**src/rtl/bfis_pkg.sv**
```systemverilog
// Shared types for the best-first search vertex streaming path.
package bfis_pkg;

   localparam int unsigned WORD_W = 32;

   typedef logic [WORD_W-1:0] addr_t;
   typedef logic [WORD_W-1:0] coord_t;

   typedef enum logic [2:0] {IDLE, REQ, WAIT, EMIT, GAP} vstx_state_t;

   // Word address of coordinate idx of vertex vaddr; wraps modulo 2^WORD_W.
   function automatic addr_t vstx_word_addr(input addr_t base, input addr_t vaddr,
                                            input addr_t dim, input addr_t idx);
      return base + vaddr * dim + idx;
   endfunction

endpackage

```
**src/rtl/vstream_addr_fifo.sv**
```systemverilog
// Pending vertex-address FIFO; DEPTH must be a power of two (>= 2).
module vstream_addr_fifo
   import bfis_pkg::*;
#(
   parameter int unsigned DEPTH = 4
) (
   input  logic  clk_in,
   input  logic  rst_in,
   input  logic  push_in,
   input  addr_t push_data_in,
   input  logic  pop_in,
   output addr_t head_out,
   output logic  full_out,
   output logic  empty_out
);

   localparam int unsigned PTR_W = $clog2(DEPTH);

   logic [PTR_W:0] r_wr_ptr;
   logic [PTR_W:0] r_rd_ptr;
   addr_t          r_mem [DEPTH];
   logic           w_push;
   logic           w_pop;

   // Extra pointer MSB distinguishes full from empty when the indices match.
   assign full_out  = (r_wr_ptr[PTR_W] != r_rd_ptr[PTR_W]) &&
                      (r_wr_ptr[PTR_W-1:0] == r_rd_ptr[PTR_W-1:0]);
   assign empty_out = (r_wr_ptr == r_rd_ptr);
   assign w_push    = push_in && !full_out;
   assign w_pop     = pop_in && !empty_out;
   assign head_out  = r_mem[r_rd_ptr[PTR_W-1:0]];

   always_ff @(posedge clk_in or negedge rst_in) begin
      if (!rst_in) begin
         r_wr_ptr <= '0;
         r_rd_ptr <= '0;
      end else begin
         if (w_push) r_wr_ptr <= r_wr_ptr + 1'b1;
         if (w_pop)  r_rd_ptr <= r_rd_ptr + 1'b1;
      end
   end

   always_ff @(posedge clk_in) begin
      if (w_push) r_mem[r_wr_ptr[PTR_W-1:0]] <= push_data_in;
   end

endmodule

```
**src/rtl/vertex_stream_tx.sv**
```systemverilog
// Fetches DIM coordinate words per queued vertex and streams them as contiguous beats.
// Build macro VERTEX_STREAM_DEDUP_EN drops an address equal to the last one streamed.
module vertex_stream_tx
   import bfis_pkg::*;
#(
   parameter int unsigned DIM        = 2,
   parameter addr_t       POS_BASE   = 32'h0,
   parameter int unsigned FIFO_DEPTH = 4,
   parameter int unsigned GAP_CYCLES = 1
) (
   input  logic   clk_in,
   input  logic   rst_in,
   input  addr_t  addr_in,
   input  logic   addr_valid_in,
   output logic   addr_ready_out,
   output addr_t  mem_req_out,
   output logic   mem_valid_out,
   input  coord_t mem_data_in,
   input  logic   mem_valid_in,
   output coord_t vertex_out,
   output addr_t  vertex_addr_out,
   output logic   vertex_valid_out,
   output logic   busy_out
);

   localparam int unsigned     CT_W     = $clog2(DIM + 1);
   localparam int unsigned     BUF_N    = 1 << CT_W;
   localparam int unsigned     GAP_W    = $clog2(GAP_CYCLES + 1);
   localparam logic [CT_W-1:0] DIM_CT   = CT_W'(DIM);
   localparam logic [CT_W-1:0] LAST_CT  = CT_W'(DIM - 1);
   localparam logic [GAP_W-1:0] GAP_LAST = GAP_W'(GAP_CYCLES - 1);
   localparam addr_t           DIM_A    = addr_t'(DIM);

   vstx_state_t      r_state;
   addr_t            r_cur_addr;
   addr_t            r_mem_req;
   logic             r_mem_valid;
   coord_t           r_vertex_out;
   addr_t            r_vertex_addr;
   logic             r_vertex_valid;
   logic [CT_W-1:0]  r_req_ct;
   logic [CT_W-1:0]  r_rsp_ct;
   logic [CT_W-1:0]  r_emit_ct;
   logic [GAP_W-1:0] r_gap_ct;
   coord_t           r_coord_buf [BUF_N];

   logic             w_full;
   logic             w_empty;
   logic             w_pop;
   logic             w_drop;
   addr_t            w_head;
   logic             w_rsp_fire;
   logic             w_rsp_done;
   logic             w_emit_go;
   coord_t           w_first_word;
   logic [CT_W-1:0]  w_emit_nxt;

   vstream_addr_fifo #(
      .DEPTH (FIFO_DEPTH)
   ) u_addr_fifo (
      .clk_in       (clk_in),
      .rst_in       (rst_in),
      .push_in      (addr_valid_in),
      .push_data_in (addr_in),
      .pop_in       (w_pop),
      .head_out     (w_head),
      .full_out     (w_full),
      .empty_out    (w_empty)
   );

   assign w_pop      = (r_state == IDLE) && !w_empty;
   assign w_rsp_fire = mem_valid_in && ((r_state == REQ) || (r_state == WAIT)) &&
                       (r_rsp_ct != DIM_CT);
   assign w_rsp_done = w_rsp_fire && (r_rsp_ct == LAST_CT);
   assign w_emit_go  = w_rsp_done &&
                       ((r_state == WAIT) || ((r_state == REQ) && (r_req_ct == DIM_CT)));
   // With DIM == 1 the only word arrives on the same edge that starts the burst.
   assign w_first_word = (r_rsp_ct == '0) ? mem_data_in : r_coord_buf[0];
   assign w_emit_nxt   = r_emit_ct + 1'b1;

`ifdef VERTEX_STREAM_DEDUP_EN
   logic  r_last_vld;
   addr_t r_last_addr;

   assign w_drop = r_last_vld && (w_head == r_last_addr);

   always_ff @(posedge clk_in or negedge rst_in) begin
      if (!rst_in) begin
         r_last_vld  <= 1'b0;
         r_last_addr <= '0;
      end else if (w_pop && !w_drop) begin
         r_last_vld  <= 1'b1;
         r_last_addr <= w_head;
      end
   end
`else
   assign w_drop = 1'b0;
`endif

   always_ff @(posedge clk_in or negedge rst_in) begin
      if (!rst_in) begin
         r_state        <= IDLE;
         r_cur_addr     <= '0;
         r_mem_req      <= '0;
         r_mem_valid    <= 1'b0;
         r_vertex_out   <= '0;
         r_vertex_addr  <= '0;
         r_vertex_valid <= 1'b0;
         r_req_ct       <= '0;
         r_rsp_ct       <= '0;
         r_emit_ct      <= '0;
         r_gap_ct       <= '0;
         for (int i = 0; i < int'(BUF_N); i++) r_coord_buf[i] <= '0;
      end else begin
         r_mem_valid <= 1'b0;
         if (w_rsp_fire) begin
            r_coord_buf[r_rsp_ct] <= mem_data_in;
            r_rsp_ct              <= r_rsp_ct + 1'b1;
         end
         unique case (r_state)
            IDLE: begin
               if (w_pop && !w_drop) begin
                  r_cur_addr  <= w_head;
                  r_rsp_ct    <= '0;
                  r_req_ct    <= CT_W'(1);
                  r_mem_valid <= 1'b1;
                  r_mem_req   <= vstx_word_addr(POS_BASE, w_head, DIM_A, '0);
                  r_state     <= REQ;
               end
            end
            REQ: begin
               if (r_req_ct == DIM_CT) begin
                  r_state <= WAIT;
               end else begin
                  r_mem_valid <= 1'b1;
                  r_mem_req   <= vstx_word_addr(POS_BASE, r_cur_addr, DIM_A, addr_t'(r_req_ct));
                  r_req_ct    <= r_req_ct + 1'b1;
               end
            end
            WAIT: ;
            EMIT: begin
               if (r_emit_ct == LAST_CT) begin
                  r_vertex_valid <= 1'b0;
                  r_gap_ct       <= '0;
                  r_state        <= GAP;
               end else begin
                  r_vertex_out <= r_coord_buf[w_emit_nxt];
                  r_emit_ct    <= w_emit_nxt;
               end
            end
            GAP: begin
               if (r_gap_ct == GAP_LAST) r_state <= IDLE;
               else                      r_gap_ct <= r_gap_ct + 1'b1;
            end
            default: r_state <= IDLE;
         endcase
         // All DIM words are buffered: release the whole burst at once.
         if (w_emit_go) begin
            r_state        <= EMIT;
            r_emit_ct      <= '0;
            r_vertex_valid <= 1'b1;
            r_vertex_out   <= w_first_word;
            r_vertex_addr  <= r_cur_addr;
         end
      end
   end

   assign addr_ready_out   = !w_full;
   assign mem_req_out      = r_mem_req;
   assign mem_valid_out    = r_mem_valid;
   assign vertex_out       = r_vertex_out;
   assign vertex_addr_out  = r_vertex_addr;
   assign vertex_valid_out = r_vertex_valid;
   assign busy_out         = (r_state != IDLE) || !w_empty;

endmodule

```
**config.mk**
```make
export PLATFORM = sky130hd
export DESIGN_NAME = vertex_stream_tx
export DESIGN_NICKNAME = d
export VERILOG_FILES = /design/src/rtl/bfis_pkg.sv /design/src/rtl/vstream_addr_fifo.sv /design/src/rtl/vertex_stream_tx.sv
export SDC_FILE = /design/constraint.sdc
export NUM_CORES = 1
export LEC_CHECK = 0
export CAP_MARGIN = 15
export CORE_AREA = 2 2 223 225
export DETAILED_ROUTE_END_ITERATION = 10
export DIE_AREA = 0 0 225 227
export GPL_TIMING_DRIVEN = 0
export PLACE_DENSITY = 0.64
export SLEW_MARGIN = 20
export SYNTH_ARGS = -nofsm -noshare
export SYNTH_HDL_FRONTEND = slang
export SYNTH_SLANG_ARGS = --single-unit
```
**constraint.sdc**
```tcl
create_clock -name clk_in -period 2.25 [get_ports clk_in]
set_input_delay 0.225 -clock clk_in [delete_from_list [all_inputs] [get_ports clk_in]]
set_output_delay 0.225 -clock clk_in [all_outputs]
set_load 0.005 [all_outputs]
```
==> results.py <==
metrics = {
    "critical_path": {
        "r2r_setup_slack_ps": 90,
        "crit_arrival_ps": 2600,
        "worst_path_most_repeated_cell": "buf_4",
        "cp-end-kind": "register",
        "cpMaxStageDelayCell": "dfrtp_1",
        "path_cells": "inv_1 -> ha_1 -> nor4b_4 -> buf_4 -> a31oi_2 -> buf_4 -> a221o_1",
        "critPathRequiredTime_ps": 2690,
        "cp-start-kind": "register",
        "slowest_delay_ps": 420,
        "critPathMaxFanout": 10,
        "critPathKind": "register to register",
    },
    "global_routing": {
        "grt_pass1_wl_um": 64450,
        "grt_pass1_vias": 10821,
        "grt_usage_pct": 16.55,
        "overflow": 0,
        "grt_max_degree": 95,
        "antenna_found_initial": 1,
    },
    "finish": {
        "syn2layout_area_growth_pct": 26.31,
        "multi_input_area_sq_um": 5919,
        "final_common_cell": "dfrtp_1",
        "drive_gt1_share_pct": 24.82,
        "antenna_cells": 0,
        "layout_common_cells": "dfrtp_1, clkdlybuf4s50_1, nand2_1, edfxtp_1, mux2_2",
        "register_area_sq_um": 10680,
        "fin_cells": 2048,
        "nets": 1474,
        "nFillCells": 4364,
    },
    "synthesis": {
        "synth_area_leaders": "dfrtp_1, edfxtp_1, mux4_2",
        "syn_area_sq_um": 16840,
        "yosys.area.top_type": "dfrtp_1",
        "syn_inst": 1164,
        "synthesis.nets": 1245,
        "ys_ff_latch": 401,
        "synth-main-ff-cell": "dfrtp_1",
        "synth.distinct_cells": 53,
        "syn_avg_cell_area_sq_um": 14.47,
        "synth_edf_count": 128,
        "ys_seq_area_share_pct": 63.40,
        "synth-async-reset-ratio_pct": 68.08,
        "yosys_warnings": 0,
        "netlist.area_leader.share_pct": 40.57,
    },
    "sta": {
        "hold_viol": 0,
        "grt_setup_unrepaired": "true",
        "fin_crit_sh_pct": 96.01,
        "finClkSkew_ps": 26.77,
        "tns_ps": 0,
        "timing.final.max_slew_violations": 0,
        "relSlewSlack_pct": 52.91,
        "fmax_ghz": 0.4629,
        "period_needed_ps": 2160,
        "tightest_slew_ps": 706.4,
        "hold_slack_ps": 136.0,
        "setup_ws_ps": 89.76,
        "setup_viol": 0,
    },
    "placement": {
        "dpl.cell_count": 1960,
        "portBuffers": 167,
        "gp_congestion": 0.8247,
        "pre_cts_ws_ps": -599.2,
        "dp_hpwl_um": 28860,
    },
    "clock_tree": {
        "clock_path_buffers": 3,
        "cts_root_buf": "clkbuf_16",
        "h-tree-depth": 2,
        "cts_inserted_buffers": 43,
        "cts_tree": "built",
        "insertion_delay_ps": 580,
        "clock-sinks": 401,
        "path_clk_slew_ps": 60,
    },
    "routing": {
        "drc_errors": 0,
        "wl_um": 41650,
        "via_per_inst": 5.116,
        "postRouteAntennaNets": 0,
        "wl_per_cell_um": 20.34,
        "drtPass1Iterations": 6,
        "via_count": 10478,
        "drt_iter0_markers": 748,
    },
    "floorplan": {
        "rows": 81,
        "core_area_sq_um": 48550,
        "die_x_um": 225,
        "initial_core_util_pct": 34.68,
        "io_pins": 168,
        "die_h_um": 227,
        "dieArea_sq_um": 51080,
    },
    "power_and_ir_drop": {
        "max-vdd-ir-drop_uv": 742.9,
        "leakage_nw": 8.749,
        "finalPower_w": 0.03166,
        "power_per_cell_area_nw_per_um2": 1488,
    },
    "hold_path": {
        "min_path_type": "input port to asynchronous set/reset pin",
    },
    "flow_run": {
        "drv_cap": 0,
    },
    "status": {
        "status": "complete, no violations",
    },
}
-- worst paths after layout --
path | cells after the start | from | end
min in group clk_in | 1 | addr_in[21] | u_addr_fifo.r_mem[2][21]
worst max-delay path | 7 | r_rsp_ct[0] | vertex_out[23]
worst min register to register | 1 | r_coord_buf[35] | r_coord_buf[35]
worst max register to register | 7 | r_rsp_ct[0] | vertex_out[23]
worst min-delay path | 2 | rst_in | r_coord_buf[41]
max in group asynchronous | 4 | rst_in | vertex_addr_out[5]
-- layer usage --
layer,global-route usage [%],share of wire [%]
met4,4.486,1.8
met2,28.11,49
met3,3.059,6.0
met5,0,0.031
met1,21.87,43
-- per-stage QoR --
step                      utilization [%]  instance area [sq um]
after floorplan                         -                  16840
after global placement              39.73                  19290
after detailed placement            40.14                  19490
after CTS                           43.61                  21170
after global routing                43.81                  21270
final                               43.81                  21270
-- synthesized netlist by cell type (2+ instances only) --
| master | count |
|---|---|
| a21o_1 | 3 |
| a21oi_1 | 12 |
| a221o_1 | 32 |
| a31oi_1 | 4 |
| and2_1 | 4 |
| and3_1 | 9 |
| and4_1 | 3 |
| buf_1 | 13 |
| buf_2 | 10 |
| clkbuf_1 | 71 |
| dfrtp_1 | 273 |
| edfxtp_1 | 128 |
| ha_1 | 13 |
| inv_1 | 17 |
| mux2_2 | 125 |
| mux2i_1 | 41 |
| mux4_2 | 64 |
| nand2_1 | 148 |
| nand2b_1 | 3 |
| nand3_1 | 15 |
| nand3b_1 | 2 |
| nand4_1 | 8 |
| nor2_1 | 48 |
| nor3_1 | 6 |
| nor4_1 | 8 |
| o211ai_1 | 3 |
| o21ai_0 | 32 |
| o21bai_1 | 3 |
| o311a_1 | 6 |
| o31a_1 | 2 |
| o31ai_1 | 5 |
| o32ai_1 | 2 |
| or3_1 | 2 |
| or4_1 | 2 |
| xnor2_1 | 14 |
| xor2_1 | 16 |
-- flip-flops by register name (all words and copies together), names as in the netlist, 2 cells and up --
name	count
r_rsp_ct	2
u_addr_fifo.r_wr_ptr	3
r_req_ct	2
r_state	3
r_emit_ct	2
r_cur_addr	32
vertex_addr_out	32
r_coord_buf	128
mem_req_out	32
u_addr_fifo.r_rd_ptr	3
vertex_out	32
u_addr_fifo.r_mem	128
-- layout make-up --
class                   instances  share of cell area [%]
flip-flops and latches        401                   50.21
multi-input cells             651                   27.83
repair buffers                186                   9.131
clock buffers                  57                   5.595
well taps                     622                   3.659
plain buffers                  93                   2.200
clock inverters                21                   1.071
inverters                      17                  0.3001
-- cell families (layout without fill, tap and decap cells) --
kind of cell             count (synthesis)  after routing  synth area share (%)
AND/OR/NAND/NOR                        267            267                 7.223
buffers and inverters                  112            374                 2.579
flip-flops                             401            401                 63.40
adder cells (fa/ha/maj)                 13             13                0.9661
AO/OA/AOI/OAI                          111            111                 4.912
XOR/XNOR                                30             30                 1.561
multiplexers                           230            230                 19.36
-- timing repair --
action | 4_1_cts | 5_1_grt
gates resized for setup | 64 | 41
pin swaps | 6 | 4
buffers inserted | 7 | 4
endpoints found under the setup margin | 220 | 123
hold endpoints to repair | 214 | 0
hold buffers | 1 | 0
-- critical path, delay by kind of cell (launching register included) --
family / cells / cell delay, ps
AND/OR/NAND/NOR: 1 / 260
flip-flops: 1 / 420
AO/OA/AOI/OAI: 2 / 570
adder cells (fa/ha/maj): 1 / 240
buffers and inverters: 3 / 540
-- power by group --
part | internal, W | switching (W) | total, W
combinational | 0.00649 | 0.00609 | 0.0126
clock | 0.00419 | 0.00294 | 0.00713
sequential | 0.0102 | 0.00171 | 0.0119
total | 0.0209 | 0.0107 | 0.0317
Power figures use the tool's default switching activity.
